--- config.mk ---
export PLATFORM = sky130hd
export DESIGN_NAME = align_add_stage_flat
export DESIGN_NICKNAME = d
export VERILOG_FILES = /design/src/rtl/align_add_stage_if.sv /design/src/rtl/align_add_stage.sv /design/src/flat_wrapper.sv
export SDC_FILE = /design/constraint.sdc
export NUM_CORES = 1
export LEC_CHECK = 0
export CORE_UTILIZATION = 54
export DETAILED_ROUTE_END_ITERATION = 7
export PLACE_DENSITY = 0.85
export SYNTH_ARGS = -nofsm -noshare
export SYNTH_HDL_FRONTEND = slang
export SYNTH_SLANG_ARGS = --single-unit
--- constraint.sdc ---
create_clock -name clk -period 5 [get_ports clk]
set_input_delay 0.5 -clock clk [delete_from_list [all_inputs] [get_ports clk]]
set_output_delay 0.5 -clock clk [all_outputs]
set_load 0.02 [all_outputs]
--- src/rtl/align_add_stage_if.sv ---
// Handshake and result bus for align_add_stage: operand pair in, aligned
// significand sum/difference out. The block drives the slave side.
interface align_add_stage_if;
  logic        in_valid;
  logic        in_ready;
  logic [31:0] a;
  logic [31:0] b;
  logic        out_valid;
  logic        out_ready;
  logic [31:0] aligned_result;
  logic        carry_out;
  logic        sticky;
  logic [7:0]  exponent_out;
  logic        aligned_sign;
  logic [7:0]  flags;

  modport master (
    output in_valid, a, b, out_ready,
    input  in_ready, out_valid, aligned_result, carry_out, sticky,
           exponent_out, aligned_sign, flags
  );

  modport slave (
    input  in_valid, a, b, out_ready,
    output in_ready, out_valid, aligned_result, carry_out, sticky,
           exponent_out, aligned_sign, flags
  );
endinterface

--- src/rtl/align_add_stage.sv ---
// FP single-precision align/add stage: orders operands by magnitude, aligns the
// smaller significand and adds/subtracts. FPADD_FAST_ALIGN_EN selects a one-shot
// barrel shift instead of the 1-bit-per-cycle ALIGN loop.
module align_add_stage (
  input  logic               clk,
  input  logic               reset,
  align_add_stage_if.slave   io
);

  typedef enum logic [1:0] {IDLE, ALIGN, ADD, HOLD} state_t;

  state_t      state_q, state_d;
  logic [31:0] l_sig_q, l_sig_d, s_sig_q, s_sig_d, res_q, res_d;
  logic [7:0]  l_exp_q, l_exp_d, exp_q, exp_d, flags_q, flags_d;
  logic [5:0]  cnt_q, cnt_d;
  logic        l_sign_q, l_sign_d, s_sign_q, s_sign_d;
  logic        sticky_q, sticky_d, carry_q, carry_d, sign_q, sign_d;
  logic        special_q, special_d;

  // operand unpack (only meaningful in IDLE)
  logic [7:0]  a_exp, b_exp, a_eexp, b_eexp, exp_diff;
  logic [22:0] a_frac, b_frac;
  logic [31:0] a_sig, b_sig;
  logic        a_nan, b_nan, a_inf, b_inf, a_zero, b_zero, a_sub, b_sub, a_big;
  logic [7:0]  acc_flags;
  logic [5:0]  acc_cnt;

  always_comb begin
    a_exp    = io.a[30:23];
    b_exp    = io.b[30:23];
    a_frac   = io.a[22:0];
    b_frac   = io.b[22:0];
    a_nan    = (&a_exp) && (|a_frac);
    b_nan    = (&b_exp) && (|b_frac);
    a_inf    = (&a_exp) && !(|a_frac);
    b_inf    = (&b_exp) && !(|b_frac);
    a_zero   = !(|a_exp) && !(|a_frac);
    b_zero   = !(|b_exp) && !(|b_frac);
    a_sub    = !(|a_exp) && (|a_frac);
    b_sub    = !(|b_exp) && (|b_frac);
    a_sig    = {|a_exp, a_frac, 8'h00};
    b_sig    = {|b_exp, b_frac, 8'h00};
    a_eexp   = (a_exp == 8'd0) ? 8'd1 : a_exp;
    b_eexp   = (b_exp == 8'd0) ? 8'd1 : b_exp;
    a_big    = io.a[30:0] >= io.b[30:0];
    exp_diff = a_big ? (a_eexp - b_eexp) : (b_eexp - a_eexp);
    acc_cnt  = (exp_diff > 8'd32) ? 6'd32 : exp_diff[5:0];
    acc_flags = {a_nan, b_nan, a_inf, b_inf, a_zero, b_zero, a_sub, b_sub};
  end

  // aligned smaller operand as seen by the ADD cycle
  logic [31:0] s_al;
  logic        st_al;
`ifdef FPADD_FAST_ALIGN_EN
  logic [63:0] shift_w;
  always_comb begin
    shift_w = {s_sig_q, 32'h0} >> cnt_q;
    s_al    = shift_w[63:32];
    st_al   = |shift_w[31:0];
  end
`else
  always_comb begin
    s_al  = s_sig_q;
    st_al = sticky_q;
  end
`endif

  logic [32:0] sum33;
  logic [31:0] add_res;
  logic        add_carry, cancel;
  always_comb begin
    sum33 = {1'b0, l_sig_q} + {1'b0, s_al};
    if (l_sign_q == s_sign_q) begin
      add_res   = sum33[31:0];
      add_carry = sum33[32];
    end else begin
      add_res   = l_sig_q - s_al - {31'b0, st_al};
      add_carry = 1'b0;
    end
    cancel = (add_res == 32'd0) && !add_carry && !st_al;
  end

  always_comb begin
    state_d   = state_q;
    l_sig_d   = l_sig_q;
    s_sig_d   = s_sig_q;
    l_exp_d   = l_exp_q;
    l_sign_d  = l_sign_q;
    s_sign_d  = s_sign_q;
    cnt_d     = cnt_q;
    sticky_d  = sticky_q;
    special_d = special_q;
    flags_d   = flags_q;
    res_d     = res_q;
    carry_d   = carry_q;
    exp_d     = exp_q;
    sign_d    = sign_q;
    case (state_q)
      IDLE: if (io.in_valid) begin
        l_sig_d   = a_big ? a_sig : b_sig;
        s_sig_d   = a_big ? b_sig : a_sig;
        l_exp_d   = a_big ? a_eexp : b_eexp;
        l_sign_d  = a_big ? io.a[31] : io.b[31];
        s_sign_d  = a_big ? io.b[31] : io.a[31];
        cnt_d     = acc_cnt;
        sticky_d  = 1'b0;
        flags_d   = acc_flags;
        special_d = |acc_flags[7:2];
        // special operands still pass through ADD so latency stays at 2
`ifdef FPADD_FAST_ALIGN_EN
        state_d = ADD;
`else
        state_d = (special_d || acc_cnt == 6'd0) ? ADD : ALIGN;
`endif
      end
      ALIGN: begin
        s_sig_d  = s_sig_q >> 1;
        sticky_d = sticky_q | s_sig_q[0];
        cnt_d    = cnt_q - 6'd1;
        if (cnt_q == 6'd1) state_d = ADD;
      end
      ADD: begin
        if (special_q) begin
          res_d    = 32'd0;
          carry_d  = 1'b0;
          sticky_d = 1'b0;
          exp_d    = 8'd0;
          sign_d   = 1'b0;
        end else begin
          res_d    = add_res;
          carry_d  = add_carry;
          sticky_d = st_al;
          exp_d    = l_exp_q;
          sign_d   = l_sign_q & ~cancel;
        end
        state_d = HOLD;
      end
      HOLD: if (io.out_ready) state_d = IDLE;
      default: state_d = IDLE;
    endcase
  end

  always_ff @(posedge clk or posedge reset) begin
    if (reset) begin
      state_q   <= IDLE;
      l_sig_q   <= '0;
      s_sig_q   <= '0;
      l_exp_q   <= '0;
      l_sign_q  <= 1'b0;
      s_sign_q  <= 1'b0;
      cnt_q     <= '0;
      sticky_q  <= 1'b0;
      special_q <= 1'b0;
      flags_q   <= '0;
      res_q     <= '0;
      carry_q   <= 1'b0;
      exp_q     <= '0;
      sign_q    <= 1'b0;
    end else begin
      state_q   <= state_d;
      l_sig_q   <= l_sig_d;
      s_sig_q   <= s_sig_d;
      l_exp_q   <= l_exp_d;
      l_sign_q  <= l_sign_d;
      s_sign_q  <= s_sign_d;
      cnt_q     <= cnt_d;
      sticky_q  <= sticky_d;
      special_q <= special_d;
      flags_q   <= flags_d;
      res_q     <= res_d;
      carry_q   <= carry_d;
      exp_q     <= exp_d;
      sign_q    <= sign_d;
    end
  end

  assign io.in_ready       = (state_q == IDLE);
  assign io.out_valid      = (state_q == HOLD);
  assign io.aligned_result = res_q;
  assign io.carry_out      = carry_q;
  assign io.sticky         = sticky_q;
  assign io.exponent_out   = exp_q;
  assign io.aligned_sign   = sign_q;
  assign io.flags          = flags_q;

endmodule

--- src/flat_wrapper.sv ---
// flat-port wrapper written by rule: the top's interface ports become plain ports
module align_add_stage_flat 
  (clk, reset, io_in_valid, io_a, io_b, io_out_ready, io_in_ready, io_out_valid, io_aligned_result, io_carry_out, io_sticky, io_exponent_out, io_aligned_sign, io_flags);
  align_add_stage_if io_i ();
  input  logic clk;
  input  logic reset;
  input wire logic [$bits(io_i.in_valid)-1:0] io_in_valid;
  input wire logic [$bits(io_i.a)-1:0] io_a;
  input wire logic [$bits(io_i.b)-1:0] io_b;
  input wire logic [$bits(io_i.out_ready)-1:0] io_out_ready;
  output wire logic [$bits(io_i.in_ready)-1:0] io_in_ready;
  output wire logic [$bits(io_i.out_valid)-1:0] io_out_valid;
  output wire logic [$bits(io_i.aligned_result)-1:0] io_aligned_result;
  output wire logic [$bits(io_i.carry_out)-1:0] io_carry_out;
  output wire logic [$bits(io_i.sticky)-1:0] io_sticky;
  output wire logic [$bits(io_i.exponent_out)-1:0] io_exponent_out;
  output wire logic [$bits(io_i.aligned_sign)-1:0] io_aligned_sign;
  output wire logic [$bits(io_i.flags)-1:0] io_flags;
  assign io_i.in_valid = io_in_valid;
  assign io_i.a = io_a;
  assign io_i.b = io_b;
  assign io_i.out_ready = io_out_ready;
  assign io_in_ready = io_i.in_ready;
  assign io_out_valid = io_i.out_valid;
  assign io_aligned_result = io_i.aligned_result;
  assign io_carry_out = io_i.carry_out;
  assign io_sticky = io_i.sticky;
  assign io_exponent_out = io_i.exponent_out;
  assign io_aligned_sign = io_i.aligned_sign;
  assign io_flags = io_i.flags;
  align_add_stage u_core (.clk(clk), .reset(reset), .io(io_i));
endmodule
==> impl_metrics.yaml <==
pwr:
  p_int_w: 0.00512
  sw_frac_of_total_pct: 49.8
  pwr-share-comb_pct: 68.5
  power_frac_seq_pct: 17.7
  clockPowerShare_pct: 13.8
  worst_ir_drop_vdd_v: 0.000367
  p_leak_nw: 6.00
  p_switching_w: 0.00508
  powerDensity_mw_per_mm2: 787
die:
  core_area_mm2: 0.0197
  start_util_pct: 55.7
  die_y_um: 144
  pin_count: 121
  fp-row-count: 51
  dieArea_mm2: 0.0209
  fp.dieW_um: 144
logic_synthesis:
  ys_seq_elements: 126
  synthFlopType: "dfrtp_1"
  syn_nets: 1570
  synth_area_per_cell_um2: 7.98
  synth-edff-count: 0
  synth_cell_types: 78
  syn_inst: 1372
  seq_area_frac_synth_pct: 28.8
  syn_area_mm2: 0.0110
  async_flop_share_pct: 100
  yosys_warnings: 0
routing:
  firstDrtPassIters: 8
  via_per_inst: 5.94
  wl_um: 29300
  wl_per_cell_um: 17.0
  post-route-drc-count: 0
  antenna_left: 0
  route.vias.total: 10223
  drtIter0Drc: 995
timing:
  worstMarginPinSlew_ns: 1.19
  rsz0062_at_grt: "no"
  setup_viol: 0
  skew_ns: 0.0102
  min_period_over_period_pct: 85.4
  fin_hold_ws_ns: 0.381
  maxSlewViolCount: 0
  hold_viol: 0
  slew_headroom_pct: 20.4
  timing.fmax_ghz: 0.234
  finalCriticalPeriod_ns: 4.27
  finalSetupTns_ns: 0
cts:
  clock-sinks: 126
  clk_path_buf_depth: 2
  clock_latency_ns: 0.43
  cts_hold_buffers: 0
  post_cts_buffers: 0
  cts_buffers: 17
  cts_resized: 0
  tritoncts: "done"
  clkTransAtPathRegs_ns: 0.06
  cts_max_level: 4
  cts_root_buf: "clkbuf_16"
setup_path:
  cp-start-kind: "flop"
  critPathKind: "flop to flop"
  slowest_delay_ns: 0.51
  crit_chain: "inv_1 -> ha_1 -> inv_1 -> ha_1 -> a21boi_0 -> a221oi_1 -> o31ai_4 -> and2_4 -> mux2i_1 -> or4_1 -> nand3_1 -> nand3_1 -> or4_4 -> nor4_2 -> a21oi_1"
  path_max_fanout: 7
  cp.required_ns: 5.30
  arrival_ns: 4.57
  end_kind: "flop"
  timing.reg2reg.setup_slack_ns: 0.73
  cp_slowest_cell: "or4_4"
placement:
  gp_congestion: 0.974
  portBuffers: 120
  place_hpwl_um: 22100
layout:
  syn_to_final_growth_pct: 18.4
  fillerInstances: 1620
  final_core_util_pct: 66.0
  diodes: 0
  layout-drive-gt1-share_pct: 4.67
  final_cell_mix: "nand2_1, inv_1, a21oi_1, nor2_1, ha_1"
  final_nets: 1641
grt:
  globalRouteOverflowTotal: 0
  antenna_found_initial: 0
  grt_max_degree: 87
  grt_pass1_vias: 9487
  grt_usage_pct: 29.4
  grt_pass1_wl_um: 48100
worst_hold_path:
  hp-class: "input pin to asynchronous set/reset pin"
status:
  status: "completed"
job:
  max_cap_violations: 0
## flip-flops by register name (all words and copies together), names as in the netlist
signal,cells
u_core.io.aligned_result,32
u_core.s_al,32
u_core.l_sig_q,24
u_core.io.exponent_out,8
u_core.io.flags,8
u_core.l_exp_q,8
u_core.cnt_q,6
u_core.state_q,2
u_core.io.aligned_sign,1
u_core.io.carry_out,1
u_core.io.sticky,1
u_core.l_sign_q,1
u_core.s_sign_q,1
u_core.special_q,1
## metal layers
layer  GRT usage, %  wire length (um)  vias to the layer above
met3           3.61              1650                       58
met4           8.92               630                        0
li1               -                 -                     4956
met1           43.2             14100                     4796
met5              0                 0                        -
met2           44.8             13000                      413
## cell usage after synthesis (18+ instances only)
cell type	number	share of area [%]
inv_1	135	4.6
nand2_1	135	4.6
nand4_1	19	1.1
a21o_1	18	1.2
nor2_1	130	4.5
clkbuf_1	66	2.3
a21oi_1	130	5.9
mux2i_1	36	3.3
nor3_1	21	0.96
ha_1	129	15
xnor2_1	42	3.4
o21ai_0	101	4.6
dfrtp_1	126	29
o2bb2ai_1	27	2.2
nor4_1	19	1.1
o31ai_1	19	1.3
## final timing paths
check | from | end | cells after the start
worst max-delay path | u_core.l_sig_q[9] | u_core.io.aligned_sign | 15
worst min-delay path | reset | u_core.io.exponent_out[1] | 2
worst max register to register | u_core.l_sig_q[9] | u_core.io.aligned_sign | 15
worst min register to register | u_core.io.aligned_result[27] | u_core.io.aligned_result[27] | 1
max in group asynchronous | reset | u_core.io.aligned_result[23] | 3
min in group clk | u_core.io.aligned_result[27] | u_core.io.aligned_result[27] | 1
## final cells by class
type	count	area (um^2)	area share, %
flip-flops and latches	126	3150	24.3
multi-input cells	1032	7020	54.1
clock buffers	17	425	3.28
repair buffers	130	1290	9.94
well taps	265	332	2.56
clock inverters	15	235	1.81
inverters	136	513	3.96
## cells by family after synthesis
group                    Yosys count  synth area share [%]
AO/OA/AOI/OAI                    398                  23.3
XOR/XNOR                          60                  4.87
adder cells (fa/ha/maj)          130                  14.9
buffers and inverters            214                  7.41
flip-flops                       126                  28.8
multiplexers                      37                  3.39
AND/OR/NAND/NOR                  407                  17.4
## through the flow
step,area [um^2],worst slack (ns),cells,power [W]
floorplan,11000,1.14,1372,0.00690
global placement,12300,0.807,1689,0.00842
detailed placement,12300,0.779,1689,0.00859
CTS,13000,0.721,1721,0.0101
global route,13000,0.525,1721,0.0110
finish,13000,0.728,1721,0.0102
## power groups by stage
stage | clock network [W] | logic, W | registers (W)
floorplan | 0 | 0.00505 | 0.00186
global placement | 0 | 0.00664 | 0.00178
detailed placement | 0 | 0.00679 | 0.00180
CTS | 0.00142 | 0.00686 | 0.00180
global route | 0.00147 | 0.00771 | 0.00186
finish | 0.00141 | 0.00699 | 0.00181
## critical path, delay by kind of cell, from the launching register on
family	cells	cell delay [ns]
flops	1	0.41
mux	1	0.11
buf+inv	2	0.12
fa+ha+maj	2	0.69
compound gates	4	0.95
simple gates	6	1.85
(Power assumes the default switching activity.)
